### src/rtl/count_step_ctrl.sv
// Burst sequencer for a multiple-step accumulating counter: issues n_steps enable pulses of size step.
// Define COUNT_STEP_CHECK_EN to include the expected-sum accumulator and the end-of-burst compare (err).
module count_step_ctrl #(
  parameter int BIT_SZ = 10,
  parameter int GAP    = 0
) (
  input  logic              clock,
  input  logic              reset,
  input  logic              start,
  input  logic [BIT_SZ-1:0] step,
  input  logic [7:0]        n_steps,
  input  logic              hold,
  input  logic [BIT_SZ-1:0] count_in,
  output logic              cnt_enable,
  output logic [BIT_SZ-1:0] cnt_multiple,
  output logic              busy,
  output logic              done,
  output logic              err,
  output logic [7:0]        steps_left
);

  typedef enum logic [1:0] {S_IDLE, S_PULSE, S_GAP, S_CHECK} state_t;

  // Gap counter is loaded with GAP-1 and runs down to 0, giving exactly GAP idle cycles.
  localparam logic [7:0] GAP_LAST = 8'((GAP > 0) ? GAP - 1 : 0);

  state_t            state_q, state_d;
  logic [BIT_SZ-1:0] step_q, step_d;
  logic [7:0]        left_q, left_d;
  logic [7:0]        gap_q, gap_d;
  logic              fire;
`ifdef COUNT_STEP_CHECK_EN
  logic [BIT_SZ-1:0] exp_q, exp_d;
  logic              err_q, err_d;
`else
  logic              unused_count_in;
  assign unused_count_in = ^count_in;
`endif

  always_comb begin
    state_d = state_q;
    step_d  = step_q;
    left_d  = left_q;
    gap_d   = gap_q;
    fire    = 1'b0;
`ifdef COUNT_STEP_CHECK_EN
    exp_d   = exp_q;
    err_d   = err_q;
`endif
    case (state_q)
      S_IDLE: begin
        if (start) begin
          step_d  = step;
          left_d  = n_steps;
          state_d = (n_steps != 8'd0) ? S_PULSE : S_CHECK;
`ifdef COUNT_STEP_CHECK_EN
          exp_d   = count_in;
          err_d   = 1'b0;
`endif
        end
      end
      S_PULSE: begin
        if (!hold) begin
          fire   = 1'b1;
          left_d = left_q - 8'd1;
`ifdef COUNT_STEP_CHECK_EN
          exp_d  = exp_q + step_q;
`endif
          if (left_q == 8'd1) begin
            state_d = S_CHECK;
          end else if (GAP > 0) begin
            state_d = S_GAP;
            gap_d   = GAP_LAST;
          end
        end
      end
      S_GAP: begin
        if (gap_q == 8'd0) state_d = S_PULSE;
        else               gap_d   = gap_q - 8'd1;
      end
      S_CHECK: begin
        // count_in already includes the last pulse here: the counter updated at the previous edge.
        state_d = S_IDLE;
`ifdef COUNT_STEP_CHECK_EN
        err_d   = (count_in != exp_q);
`endif
      end
      default: state_d = S_IDLE;
    endcase
  end

  always_ff @(posedge clock) begin
    if (reset) begin
      state_q <= S_IDLE;
      step_q  <= '0;
      left_q  <= '0;
      gap_q   <= '0;
`ifdef COUNT_STEP_CHECK_EN
      exp_q   <= '0;
      err_q   <= 1'b0;
`endif
    end else begin
      state_q <= state_d;
      step_q  <= step_d;
      left_q  <= left_d;
      gap_q   <= gap_d;
`ifdef COUNT_STEP_CHECK_EN
      exp_q   <= exp_d;
      err_q   <= err_d;
`endif
    end
  end

  // Enable is combinational on hold so a held PULSE cycle issues nothing.
  assign cnt_enable   = fire;
  assign busy         = (state_q != S_IDLE);
  assign done         = (state_q == S_CHECK);
  assign cnt_multiple = busy ? step_q : '0;
  assign steps_left   = left_q;
`ifdef COUNT_STEP_CHECK_EN
  assign err          = err_q;
`else
  assign err          = 1'b0;
`endif

endmodule

### config.mk
export PLATFORM = sky130hd
export DESIGN_NAME = count_step_ctrl
export DESIGN_NICKNAME = d
export VERILOG_FILES = /design/src/rtl/count_step_ctrl.sv
export SDC_FILE = /design/constraint.sdc
export NUM_CORES = 1
export LEC_CHECK = 0
export CAP_MARGIN = 20
export CORE_AREA = 2 2 77 71
export CTS_CLUSTER_DIAMETER = 120
export DETAILED_ROUTE_END_ITERATION = 6
export DIE_AREA = 0 0 79 73
export PLACE_DENSITY_LB_ADDON = 0.08
export SLEW_MARGIN = 30
export SYNTH_ARGS = -nofsm -noshare
export SYNTH_HDL_FRONTEND = slang
export SYNTH_SLANG_ARGS = --single-unit
### constraint.sdc
create_clock -name clock -period 2.3 [get_ports clock]
set_input_delay 0.345 -clock clock [delete_from_list [all_inputs] [get_ports clock]]
set_output_delay 0.345 -clock clock [all_outputs]
set_load 0.02 [all_outputs]
==> results.md <==
- Crit Reg-Reg Endpoint: gap_q[7]$_SDFFE_PP0P_
- FF-to-FF setup slack: 0.34 ns
- Clock buffer depth: 2
- Ant diodes: 0
- Setup TNS: 0 ns
- Setup bufs post-CTS: 0
- First-iteration detailed-routing DRC count: 69
- Net count, final: 262
- P&R area growth vs syn: 39.4%
- Mapped Area: 0.00144 mm2
- Crit Path Max Fanout: 10
- Placed Cells incl. Taps: 289
- Syn Nets: 217
- Max layer used: met4
- Initial antenna violation count: 0
- Adder-Cell Fraction of Synth Area: 0.0261
- Post-Layout Cell Count: 293
- Post-detailed-route DRC marker count: 0
- Synthesized area per cell: 7.91 um2
- Synth Area in Compound Gates: 0.193
- Startpoint Class: flop
- Worst hold path class: reg -> reg
- Vias per cell: 4.78
- Crit path from: state_q[0]$_SDFFE_PP0P_
- Post-synthesis mux area share: 0.0148
- Die Area: 0.00577 mm2
- Final setup viols: 0
- Async SR Flop Fraction: 0
- Critical Path RT: 1.96 ns
- Clock transition at path regs: 0.09 ns
- Worst-Margin Slew: 0.618 ns
- Leakage: 0.721 nW
- Most common cell after layout, fill and taps aside: clkdlybuf4s50_1
- Syn Inst Count: 182
- Starting Density: 0.284
- Sink Count: 28
- Simple-Gate Fraction of Synth Area: 0.303
- GPL Wtd Cong: 0.839
- Final hold violation count: 0
- YS warnings: 0
- Htree depth: 1
- RR Startpoint: state_q[1]$_SDFFE_PP0P_
- Chip width: 79 um
- GRT overflow: 0
- Crit end category: primary output
- First-pass iteration count of the detailed router: 5
- Slew HR: 0.584
- Post-synthesis xor/xnor area fraction: 0.0243
- Count of pins over their slew limit: 0
- DRT met1 WL: 1.80 mm
- Arrival time of the worst setup path: 1.79 ns
- Cell Chain, Critical Path: or2b_1, nor2_1, clkdlybuf4s50_1
- Maximum Capacitance Violations: 0
- Num ports: 54
- Post-Layout Inst Area: 0.00201 mm2
- CTS Hold Buffers Added: 0
- Vias in the first global route: 1352
- Cell variety after synth: 42
- Setup crit end: cnt_enable
- Routed Antenna Nets: 0
- Peak Freq: 469 MHz
- CTS resizes: 0
- Largest family of logic cells by synthesized area: simple AND/OR/NAND/NOR gates
- Post-synthesis sequential area ratio: 0.390
- Met3 WL: 173 um
- Critical Path Slowest Stage Cell: clkdlybuf4s50_1
- Worst reg-to-reg path cell count: 4
- Largest net degree at the start of global routing: 16
- Number of synthesized flops with an enable pin: 0
- Post-DP Area: 0.00195 mm2
- Wire length per cell: 12.5 um
- Most frequent cells in the layout: 42 x clkdlybuf4s50_1, 28 x dfxtp_1, 25 x nand2_1
- Die Y: 73 um
- Tot GR Track Use: 0.131
- Tot Pwr: 1.12 mW
- Status: finished clean
- WL met2: 1.65 mm
- Crit-path max cell delay: 0.63 ns
- Main synth FF type: dfxtp_1
- First-pass GRT wire length: 6.12 mm
- Core ar.: 0.00507 mm2
- Crit Path Class: reg -> out
- Layout Skew: 0.00365 ns
- Hold WS: 0.452 ns
- Flops & latches, synth: 28
- Maximum VDD drop: 0.000292 V
- Routed WL: 3.65 mm
- PD cells: 558 mW/mm2
- Worst-skew pair later-pin latency: 0.27 ns
- # rows: 25
- CTS buffer count: 3
- RSZ-0062 raised after global routing: false
- CTS tree: done
- PortBufs: 42
- Root buf cell: clkbuf_8
- Crit path time final: 2.13 ns
- Post-DP HPWL: 2.79 mm
- Layout cells sized above 1: 0.0664
- Routed vias: 1401
- Fin crit share: 0.928
==> area by class of cell <==
type,instances,area (um2)
multi-input cells,138,811
flip-flops and latches,28,561
fillers,542,3060
well taps,67,83.8
clock buffers,4,55.1
repair buffers,48,465
inverters,8,30.0
==> layer usage <==
metal | vias up | GRT usage
li1 | 713 | -
met1 | 649 | 0.165
met2 | 37 | 0.230
met3 | 2 | 0.0285
met4 | 0 | 0.0287
met5 | - | 0
==> state kept, by name, summed over array words and instances, names as in the netlist <==
| signal | count |
|---|---|
| state_q | 2 |
| step_q | 10 |
| gap_q | 8 |
| steps_left | 8 |
==> critical path, delay by kind of cell, from the launching register on <==
kind / cells / cell delay (ns)
AND/OR/NAND/NOR: 2 / 0.41
flip-flops: 1 / 0.48
buffers and inverters: 1 / 0.63
==> through the flow <==
stage,util,setup WS (ns)
after floorplan,-,0.487
after global placement,0.385,0.382
after detailed placement,0.385,0.360
after CTS,0.396,0.150
after global routing,0.396,0.0403
final,0.396,0.166
==> power by group <==
part	switching (mW)	internal, mW	leakage, nW
logic	0.138	0.135	0.464
registers	0.0257	0.511	0.229
clock network	0.155	0.153	0.0288
total	0.319	0.799	0.721
==> cell families (layout without fill, tap and decap cells) <==
family,Yosys count,count (layout)
xor+xnor,4,4
other cells,1,1
simple gates,82,82
mux,2,2
buf+inv,16,60
fa+ha+maj,3,3
compound gates,46,46
flops,28,28
==> Yosys cell counts (2+ instances only) <==
library cell	n	area, um2
nor3_1	2	10.0
ha_1	3	37.5
clkbuf_1	6	22.5
a22oi_1	2	15.0
o21ai_0	8	40.0
buf_4	2	15.0
or4_1	2	15.0
nand2_1	25	93.8
xnor2_1	4	35.0
a21o_1	2	15.0
nand3_1	2	10.0
dfxtp_1	28	561
a211oi_1	5	37.5
inv_1	8	30.0
nand2b_1	2	12.5
a21oi_1	21	105
nor4_1	5	31.3
or3_1	3	18.8
nor2_1	14	52.6
and2_1	2	12.5
or2b_1	2	15.0
nor2b_1	14	87.6
==> worst min path at each step <==
stage	from	end	slack [ns]	depth (start not counted)
global placement	step_q[3]$_SDFFE_PP0P_	step_q[3]$_SDFFE_PP0P_	0.44	2
finish	step_q[8]$_SDFFE_PP0P_	step_q[8]$_SDFFE_PP0P_	0.45	2
CTS	step_q[2]$_SDFFE_PP0P_	step_q[2]$_SDFFE_PP0P_	0.46	2
floorplan	step_q[0]$_SDFFE_PP0P_	step_q[0]$_SDFFE_PP0P_	0.43	2
global route	step_q[8]$_SDFFE_PP0P_	step_q[8]$_SDFFE_PP0P_	0.47	2
detailed placement	step_q[2]$_SDFFE_PP0P_	step_q[2]$_SDFFE_PP0P_	0.44	2
(Power assumes the default switching activity.)
